**config.mk**
```make
export PLATFORM = sky130hd
export DESIGN_NAME = repeated_subtractor
export DESIGN_NICKNAME = d
export VERILOG_FILES = /design/src/rtl/repeated_subtractor.sv
export SDC_FILE = /design/constraint.sdc
export NUM_CORES = 1
export LEC_CHECK = 0
export CAP_MARGIN = 15
export CORE_ASPECT_RATIO = 1.1
export CORE_UTILIZATION = 48
export DETAILED_ROUTE_END_ITERATION = 8
export PLACE_DENSITY = 0.79
export REMOVE_ABC_BUFFERS = 1
export SLEW_MARGIN = 5
export SYNTH_ARGS = -nofsm -noshare
export SYNTH_HDL_FRONTEND = slang
export SYNTH_SLANG_ARGS = --single-unit
```
**constraint.sdc**
```tcl
create_clock -name clk -period 2.3 [get_ports clk]
set_input_delay 0.46 -clock clk [delete_from_list [all_inputs] [get_ports clk]]
set_output_delay 0.46 -clock clk [all_outputs]
set_load 0.005 [all_outputs]
```
**src/rtl/repeated_subtractor.sv**
```systemverilog
// repeated_subtractor: sequential unsigned divider built from repeated
// subtraction, one subtraction per enabled clock cycle. A start in IDLE
// captures the operands. The quotient and remainder are held until the next
// result. A zero divisor finishes after one cycle with an all-ones quotient
// and the div_by_zero flag set.
// Optional build macro: REPEATED_SUBTRACTOR_ROUND_EN rounds the quotient
// up when the final remainder is at least half the divisor.
module repeated_subtractor #(
  parameter int W = 6
) (
  input  logic         clk,
  input  logic         rst_n,
  input  logic         ena,
  input  logic         start,
  input  logic [W-1:0] dividend,
  input  logic [W-1:0] divisor,
  output logic [W-1:0] quotient,
  output logic [W-1:0] remainder,
  output logic         busy,
  output logic         done,
  output logic         div_by_zero
);

  typedef enum logic [1:0] {
    IDLE = 2'd0,
    SUB  = 2'd1,
    DONE = 2'd2
  } state_t;

  state_t       state_r, state_s;
  logic [W-1:0] r_r, r_s;
  logic [W-1:0] b_r, b_s;
  logic [W-1:0] q_r, q_s;
  logic [W-1:0] quotient_r, quotient_s;
  logic [W-1:0] remainder_r, remainder_s;
  logic         busy_r, busy_s;
  logic         done_r, done_s;
  logic         dz_r, dz_s;
  logic [W-1:0] q_final_s;

`ifdef REPEATED_SUBTRACTOR_ROUND_EN
  logic [W:0]   r_twice_s;
  logic [W-1:0] q_inc_s;

  // Round half up on exit: compare 2*r with b one bit wider so nothing is lost.
  always_comb begin
    r_twice_s = {r_r, 1'b0};
    q_inc_s   = q_r + {{(W-1){1'b0}}, 1'b1};
    if (r_twice_s >= {1'b0, b_r}) begin
      if (q_r == {W{1'b1}}) begin
        q_final_s = {W{1'b1}};
      end else begin
        q_final_s = q_inc_s;
      end
    end else begin
      q_final_s = q_r;
    end
  end
`else
  // Truncating division: the final quotient is the subtraction count.
  always_comb begin
    q_final_s = q_r;
  end
`endif

  // Next-state and next-output logic; everything holds while ena is low.
  always_comb begin
    state_s     = state_r;
    r_s         = r_r;
    b_s         = b_r;
    q_s         = q_r;
    quotient_s  = quotient_r;
    remainder_s = remainder_r;
    dz_s        = dz_r;
    if (ena) begin
      case (state_r)
        IDLE: begin
          if (start) begin
            r_s  = dividend;
            b_s  = divisor;
            q_s  = {W{1'b0}};
            dz_s = 1'b0;
            if (divisor == {W{1'b0}}) begin
              state_s     = DONE;
              quotient_s  = {W{1'b1}};
              remainder_s = dividend;
              dz_s        = 1'b1;
            end else begin
              state_s = SUB;
            end
          end else begin
            state_s = IDLE;
          end
        end
        SUB: begin
          // b >= 1 here, so q can never wrap.
          if (r_r >= b_r) begin
            r_s = r_r - b_r;
            q_s = q_r + {{(W-1){1'b0}}, 1'b1};
          end else begin
            quotient_s  = q_final_s;
            remainder_s = r_r;
            state_s     = DONE;
          end
        end
        DONE: begin
          state_s = IDLE;
        end
        default: begin
          state_s = IDLE;
        end
      endcase
    end else begin
      state_s = state_r;
    end
  end

  // Status flags are decoded from the next state so they arrive registered.
  always_comb begin
    busy_s = (state_s == SUB) || (state_s == DONE);
    done_s = (state_s == DONE);
  end

  // State and result registers; reset aborts any division in flight.
  always_ff @(posedge clk or negedge rst_n) begin
    if (!rst_n) begin
      state_r     <= IDLE;
      r_r         <= {W{1'b0}};
      b_r         <= {W{1'b0}};
      q_r         <= {W{1'b0}};
      quotient_r  <= {W{1'b0}};
      remainder_r <= {W{1'b0}};
      busy_r      <= 1'b0;
      done_r      <= 1'b0;
      dz_r        <= 1'b0;
    end else begin
      state_r     <= state_s;
      r_r         <= r_s;
      b_r         <= b_s;
      q_r         <= q_s;
      quotient_r  <= quotient_s;
      remainder_r <= remainder_s;
      busy_r      <= busy_s;
      done_r      <= done_s;
      dz_r        <= dz_s;
    end
  end

  assign quotient    = quotient_r;
  assign remainder   = remainder_r;
  assign busy        = busy_r;
  assign done        = done_r;
  assign div_by_zero = dz_r;

endmodule

```
* After elaboration in Yosys (flattened, before gate mapping)
Index checks and enable logic that the tools add are counted.
** Cells by class
- Add/subtract/negate cells :: 2
- Magnitude comparators :: 1
- Equal/unequal tests :: 7
- Multiplexer cells :: 20
- Reductions and logical operators :: 7
** Operators by type and width (count)
- 6-bit two-way mux :: 10
- 6-bit case mux with 2 select lines :: 4
- 2-bit two-way mux :: 4
- 2-bit inequality test (second input constant) :: 4
- 6-bit by 1-bit adder with 6-bit output (second input constant) :: 1
- 6-bit greater-or-equal comparator :: 1
- 6-bit logical NOT :: 1
- 6-bit subtractor :: 1
- 5-bit AND reduction :: 1
- 2-bit by 1-bit == test with 1-bit output (second input constant) :: 2
- 2-bit case mux with 2 select lines :: 1
- 4-bit AND reduction :: 1
- 3-bit AND reduction :: 1
- 2-bit == test (second input constant) :: 1
- 2-bit logical NOT :: 1
- 2-bit nonzero test :: 1
- 1-bit logical OR :: 1
- 1-bit two-way mux :: 1
** Storage, ports and cells
- Register bits :: 35
- Input port bits :: 16

* Longest topological paths before layout
Gate-level depths: netlist (run 1).
- Depth in word-level cells :: 7
- Mapped depth :: 11
- Depth with buffers taken out :: 11

* Least setup slack after synthesis (run 1)
Ideal clock, no wire load.
- Kind :: reg-to-reg
- Start :: register r_r[0]
- End :: register remainder_r[1], in the netlist remainder[1]
- Setup time :: 0.125 ns
- Arrival :: 2.216 ns
- Setup slack :: -0.041 ns
- Stages on the path, launching flop included :: 11
- Path buffers :: 1
- Period minus slack after synthesis :: 2.341 ns
- Path through :: dfrtp_1 -> inv_1 -> ha_1 -> inv_1 -> fa_1 -> a211oi_1 -> o21ai_0 -> a21boi_1 -> o21ai_2 -> buf_6 -> mux2_4
** Between the ends
- Word-level cells in the longest chain between the ends :: 3
** Ends and longest elaborated chain
- start, declared :: RTL line 31 : logic [W-1:0] r_r, r_s;
- start signal, assigned :: RTL line 128 : r_r <= {W{1'b0}};
- start signal, assigned :: RTL line 138 : r_r <= r_s;
- 6-bit greater-or-equal comparator :: RTL line 97 : if (r_r >= b_r) begin
- 2-bit inequality test (no source line)
- 5-bit AND reduction (no source line)
- end signal, assigned :: RTL line 132 : remainder_r <= {W{1'b0}};
- end signal, assigned :: RTL line 142 : remainder_r <= remainder_s;
- end, declared :: RTL line 35 : logic [W-1:0] remainder_r, remainder_s;
Every way passes these cells.
A chain may end at the register's enable or synchronous reset.

* Worst setup path in the final report (run 1)
- Start :: register r_r[0]
- End :: register remainder_r[3], in the netlist remainder[3]
Same word-level chain as after synthesis.

==> run_results.csv, run 1 <==
group,metric,value,unit
outcome,status,"completed",
power_and_ir_drop,comb_power_share,53.6,%
power_and_ir_drop,switching_share,36.37,%
clocking,cts.sinks,35,
synth,synthesis.area,1922,um^2
detailed_routing,drt_iter0_markers,78,
detailed_routing,vias,1626,
power_and_ir_drop,p_clk_share,14.5,%
placement,dp_cells,292,
sta,setup_tns,0,ps
grt,grt_pass1_wl,6624,um
detailed_routing,wirelength,4224,um
power_and_ir_drop,total_leakage_power,1.260,nW
power_and_ir_drop,p_switching,1.107,mW
sta,hold_viol_final,0,
worst_hold_path,hold_class,"reg -> reg",
synth,synth_edf_count,0,
sta,finalMaxSlewViolations,0,
setup_path,crit_required,2480,ps
finish,final_common_cell,"dfrtp_1",
sta,fin_crit_sh,99.23,%
finish,fin_cells,309,
detailed_routing,wl_per_cell,13.67,um
synth,synthDistinctLibCells,42,
finish,layout.nets,283,
sta,holdWs,496.0,ps
finish,fill_cells,299,
clocking,clk_latency,290,ps
die,die-area,4261,um^2
setup_path,endpoint_kind,"flip-flop",
placement,pre_cts_ws,-82.79,ps
placement,postPlaceCellArea,2409,um^2
die,die_y,68.37,um
die,die_w,62.33,um
setup_path,startpoint,"r_r[0]",
setup_path,cp.arrival,2460,ps
setup_path,crit_type,"reg -> reg",
finish,multi_input_area,1006,um^2
grt,globalRouteTotalUtil,20.84,%
finish,syn2layout_area_growth,37.24,%
power_and_ir_drop,p_seq_share,31.9,%
synth,ys_warn_count,0,
power_and_ir_drop,peakVddDrop,0.0005041,V
synth,syn_avg_cell_area,9.658,um^2
synth,synth_top_area_cell,"dfrtp_1",
synth,ys_async_sr_fraction,100.0,%
setup_path,crit_fanout,4,
sta,setup_viol,0,
grt,grt_pass1_vias,1508,
sta,tightest_slew,455.7,ps
clocking,path_clk_slew,70,ps
placement,portBuffers,30,
detailed_routing,vias_per_cell,5.262,
sta,finalClockSkew,8.377,ps
run,maxCapViolCount,0,
grt,gr-total-overflow,0,
synth,ys_top_cells_by_area,"dfrtp_1 (46%), nand2_1 (6.3%), ha_1 (5.2%), o21ai_0 (5.2%), mux2_4 (3.9%)",
placement,dp_hpwl,2680,um
finish,n_antenna_cell,0,
clocking,ctsRootBufferMaster,"clkbuf_8",
power_and_ir_drop,p_int,1.936,mW
detailed_routing,ant_nets,0,
grt,antenna_found_initial,0,
die,start_util,51.37,%
finish,register_area,875.8,um^2
clocking,cts_tree,"done",
finish,drive_gt1_share,22.78,%
synth,synth_top_area_share,45.57,%
synth,ys_seq_elements,35,
power_and_ir_drop,powerDensity,1154,nW/um^2
grt,grt_max_degree,36,
synth,syn_inst,199,
sta,relSlewSlack,69.62,%
clocking,cts.path.max_buffers,2,
synth,synth-seq-area-share,45.57,%
finish,layout_common_cells,"dfrtp_1 (35), nand2_1 (32), clkdlybuf4s50_1 (30)",
sta,max_freq,0.4381,GHz
clocking,cts_made_buffers,5,
setup_path,r2r_start,"r_r[0]",
die,core_area,3741,um^2
die,rows,23,
finish,final_area,2638,um^2
setup_path,cp-start-kind,"flip-flop",
sta,rsz0062_at_grt,"true",
worst_hold_path,hold_path.startpoint,"div_by_zero",
die,ioPinCount,31,
sta,setup_ws,17.61,ps
clocking,h-tree-depth,2,
placement,globalplace.congestion,0.8658,
detailed_routing,first_pass_iters,4,
synth,ys_dominant_reg_cell,"dfrtp_1",
detailed_routing,drc,0,
sta,min_period,2282,ps
-- layout make-up --
cell class / instances / area share (%)
clock buffers: 6 / 2.751
clock inverters: 2 / 0.4744
inverters: 17 / 2.419
multi-input cells: 141 / 38.14
flip-flops and latches: 35 / 33.21
well taps: 50 / 2.372
repair buffers: 58 / 20.64
-- what timing repair did --
item | in CTS | in global routing
endpoints found under the setup margin | 17 | 25
hold buffers | 0 | 0
resized for setup | 2 | 13
pin swaps | 1 | 9
gates cloned | 0 | 1
setup buffers | 3 | 5
-- through the flow --
step / utilization (%) / power (mW)
3_5_place_dp: 64.38 / 2.374
6_report: 70.50 / 3.043
4_1_cts: 67.39 / 2.856
3_3_place_gp: 64.38 / 2.332
5_1_grt: 70.50 / 3.287
2_1_floorplan: - / 1.778
-- layer usage --
metal / global-route usage [%] / wire (um) / up-vias
met5: 0 / 0 / -
met4: 11.63 / 100 / 0
met3: 4.500 / 143 / 9
met2: 35.99 / 2108 / 38
met1: 24.66 / 1871 / 779
li1: - / - / 800
-- cell families after synthesis --
family / after synthesis / share of synthesized area (%)
DFF: 35 / 45.57
AOI/OAI and AO/OA: 45 / 14.84
adders and majority gates: 9 / 6.250
and+or+nand+nor: 67 / 16.54
buffers and inverters: 23 / 4.947
xor gates and xnor gates: 3 / 1.367
muxes: 17 / 10.48
-- cells in the mapped netlist (2+ instances only) --
cell	number
nand3_1	3
xnor2_1	2
nand2_1	32
ha_1	8
nor2b_1	3
o21ai_0	20
a21o_1	2
nand2b_1	4
dfrtp_1	35
a21oi_1	9
nor2_1	14
a211oi_1	2
mux2_2	5
clkbuf_1	4
or3_1	3
mux2i_1	7
inv_1	17
mux2_4	5
-- state kept, by name, summed over array words and instances (netlist names), named ones only --
name / count
done: 1
busy: 1
div_by_zero: 1
r_r: 6
quotient: 6
b_r: 6
remainder: 6
q_final_s: 6
-- worst paths after layout --
| kind | depth (start not counted) | end | slack (ps) |
|---|---|---|---|
| min in group asynchronous | 2 | b_r[2] | 580 |
| setup reg to reg | 11 | remainder[3] | 20 |
| setup / recovery | 11 | remainder[3] | 20 |
| hold / removal | 2 | div_by_zero | 500 |
| max in group asynchronous | 2 | b_r[4] | 1400 |
| hold reg to reg | 2 | div_by_zero | 500 |
-- worst max-delay path, cell delays in order (launching register included) --
cell,delay [ps]
dfrtp_1,400
inv_2,80
ha_4,130
inv_2,30
fa_2,360
a211oi_2,240
o21ai_1,80
a21boi_1,140
buf_4,160
o21ai_4,80
clkbuf_16,180
mux2_4,290
-- power groups by stage --
stage | Sequential [mW] | Clock, mW | Combinational (mW)
after floorplan | 0.950 | 0 | 0.827
after global placement | 0.959 | 0 | 1.37
after detailed placement | 0.968 | 0 | 1.41
after CTS | 0.957 | 0.456 | 1.44
after global routing | 1.00 | 0.477 | 1.81
final | 0.972 | 0.440 | 1.63
No activity file was read; power rests on OpenSTA's default activity.
==> inputs of run 2 (changes only) <==
- SLEW_MARGIN: 5 -> 10
==> results of run 2 <==
No change in the layout: final DEF, timing and power equal those of run 1.
==> inputs of run 3 (changes only) <==
- MAX_ROUTING_LAYER: unset -> met4
==> run_results.csv, run 3 (synthesis gave the netlist of run 1 again) <==
group,metric,value,unit
power_and_ir_drop,comb_power_share,53.6,%
grt,grt_max_degree,36,
placement,dp_hpwl,2680,um
power_and_ir_drop,power.total,3.045,mW
power_and_ir_drop,p_seq_share,31.9,%
grt,met1_usage,24.66,%
sta,hold_viol_final,0,
placement,postPlaceCellArea,2409,um^2
detailed_routing,wl_per_cell,13.68,um
grt,antenna_found_initial,0,
detailed_routing,first_pass_iters,4,
detailed_routing,ant_nets,0,
clocking,cts_tree,"done",
finish,final_area,2638,um^2
grt,gr-total-overflow,0,
detailed_routing,drc,0,
power_and_ir_drop,peakVddDrop,0.0005046,V
setup_path,r2r_setup_slack,20,ps
clocking,cts.sinks,35,
grt,grt_pass1_vias,1509,
setup_path,crit_end,"remainder[3]",
finish,final_util,70.50,%
detailed_routing,vias,1622,
grt,top_usage_layer,"met2",
die,start_util,51.37,%
setup_path,timing.critical_path.mode_cell,"inv_2",
setup_path,crit_required,2480,ps
clocking,ctsRootBufferMaster,"clkbuf_8",
setup_path,crit_type,"reg -> reg",
setup_path,endpoint_kind,"flip-flop",
grt,met2_usage,35.99,%
finish,final_common_cell,"dfrtp_1",
setup_path,slowest_delay,400,ps
grt,globalRouteTotalUtil,21.47,%
detailed_routing,wirelength,4228,um
sta,setup_viol,0,
worst_hold_path,hold_class,"reg -> reg",
setup_path,crit_chain,"inv_2 > ha_4 > inv_2 > fa_2 > a211oi_2 > o21ai_1 > a21boi_1 > buf_4 > o21ai_4 > clkbuf_16 > mux2_4",
power_and_ir_drop,p_switching,1.108,mW
clocking,path_clk_slew,70,ps
setup_path,cp_num_buf_inv,4,
sta,fin_crit_sh,99.27,%
setup_path,reg2regPathDepth,11,
setup_path,cp_num_cells,11,
placement,portBuffers,30,
grt,use_met3,4.500,%
setup_path,cp_top_family,"compound AO/OA/AOI/OAI gates",
worst_hold_path,worstHoldPathCells,2,
sta,finalMaxSlewViolations,0,
setup_path,cp_slowest_cell,"dfrtp_1",
clocking,postCtsHoldBufs,0,
sta,max_freq,0.4380,GHz
power_and_ir_drop,p_int,1.936,mW
grt,grt_pass1_wl,6624,um
outcome,status,"completed",
clocking,cts_made_buffers,5,
finish,layout_common_cells,"dfrtp_1 (35), nand2_1 (32), clkdlybuf4s50_1 (30)",
finish,syn2layout_area_growth,37.24,%
sta,min_period,2283,ps
die,core_area,3741,um^2
finish,drive_gt1_share,22.78,%
sta,setup_tns,0,ps
placement,dp_cells,292,
placement,globalplace.congestion,0.8799,
die,die_w,62.33,um
die,die_y,68.37,um
die,rows,23,
power_and_ir_drop,powerDensity,1154,nW/um^2
setup_path,crit_fanout,4,
detailed_routing,drt_iter0_markers,75,
die,die-area,4261,um^2
detailed_routing,vias_per_cell,5.249,
sta,tightest_slew,455.9,ps
finish,fin_cells,309,
setup_path,cp.arrival,2460,ps
setup_path,r2r_end,"remainder[3]",
clocking,h-tree-depth,2,
finish,n_antenna_cell,0,
power_and_ir_drop,p_clk_share,14.5,%
clocking,clk_latency,290,ps
setup_path,cp-start-kind,"flip-flop",
sta,relSlewSlack,69.61,%
die,ioPinCount,31,
sta,rsz0062_at_grt,"true",
setup_path,startpoint,"r_r[0]",
run,maxCapViolCount,0,
setup_path,r2r_start,"r_r[0]",
sta,finalClockSkew,8.359,ps
finish,layout.nets,283,
power_and_ir_drop,total_leakage_power,1.260,nW
clocking,cts.path.max_buffers,2,
power_and_ir_drop,switching_share,36.40,%
## run 3: cell counts in the layout (fill, tap and decap cells not counted)
No cell type changed its count.
## run 3: worst min-delay path by stage
stage | start | slack, ps | endpoint
global route | div_by_zero | 510 | div_by_zero
global placement | div_by_zero | 470 | div_by_zero
finish | div_by_zero | 500 | div_by_zero
detailed placement | div_by_zero | 470 | div_by_zero
CTS | div_by_zero | 500 | div_by_zero
floorplan | rst_n | 160 | asynchronous set/reset pin
## run 3: what timing repair did
item,in CTS,in global routing
pin swaps,1,9
cloned,0,1
resized for setup,2,13
endpoints found under the setup margin,17,25
setup buffers,3,5
## run 3: tightest hold or removal path, cell delays in order, from the launching register on
cell and delay (ps):
dfrtp_1 360, nand2_1 50, nand2_1 60
## run 3: final cells by class
| class | count | area (um^2) |
|---|---|---|
| clock buffers | 6 | 72.57 |
| clock inverters | 2 | 12.51 |
| well taps | 50 | 62.56 |
| inverters | 17 | 63.81 |
| flip-flops and latches | 35 | 875.8 |
| fillers | 299 | 1104 |
| multi-input cells | 141 | 1006 |
| repair buffers | 58 | 544.3 |
## run 3: power groups by stage
stage	registers (mW)	logic [mW]	clock network, mW
floorplan	0.950	0.827	0
global placement	0.959	1.37	0
detailed placement	0.968	1.41	0
CTS	0.957	1.44	0.456
global route	1.00	1.81	0.477
finish	0.972	1.63	0.440
## run 3: through the flow
step	hold WS [ps]	setup slack, ps
after CTS	496.2	5.613
after global placement	469.1	-57.16
after detailed placement	473.1	-82.79
after global routing	511.2	-101.8
after floorplan	164.4	-91.15
final	496.0	16.71
## run 3: layer usage
metal  vias to the layer above  share of wire (%)
met2                        34                 50
met3                         9                3.2
met5                         -                  0
met4                         0                2.3
met1                       778                 45
li1                        801                  -
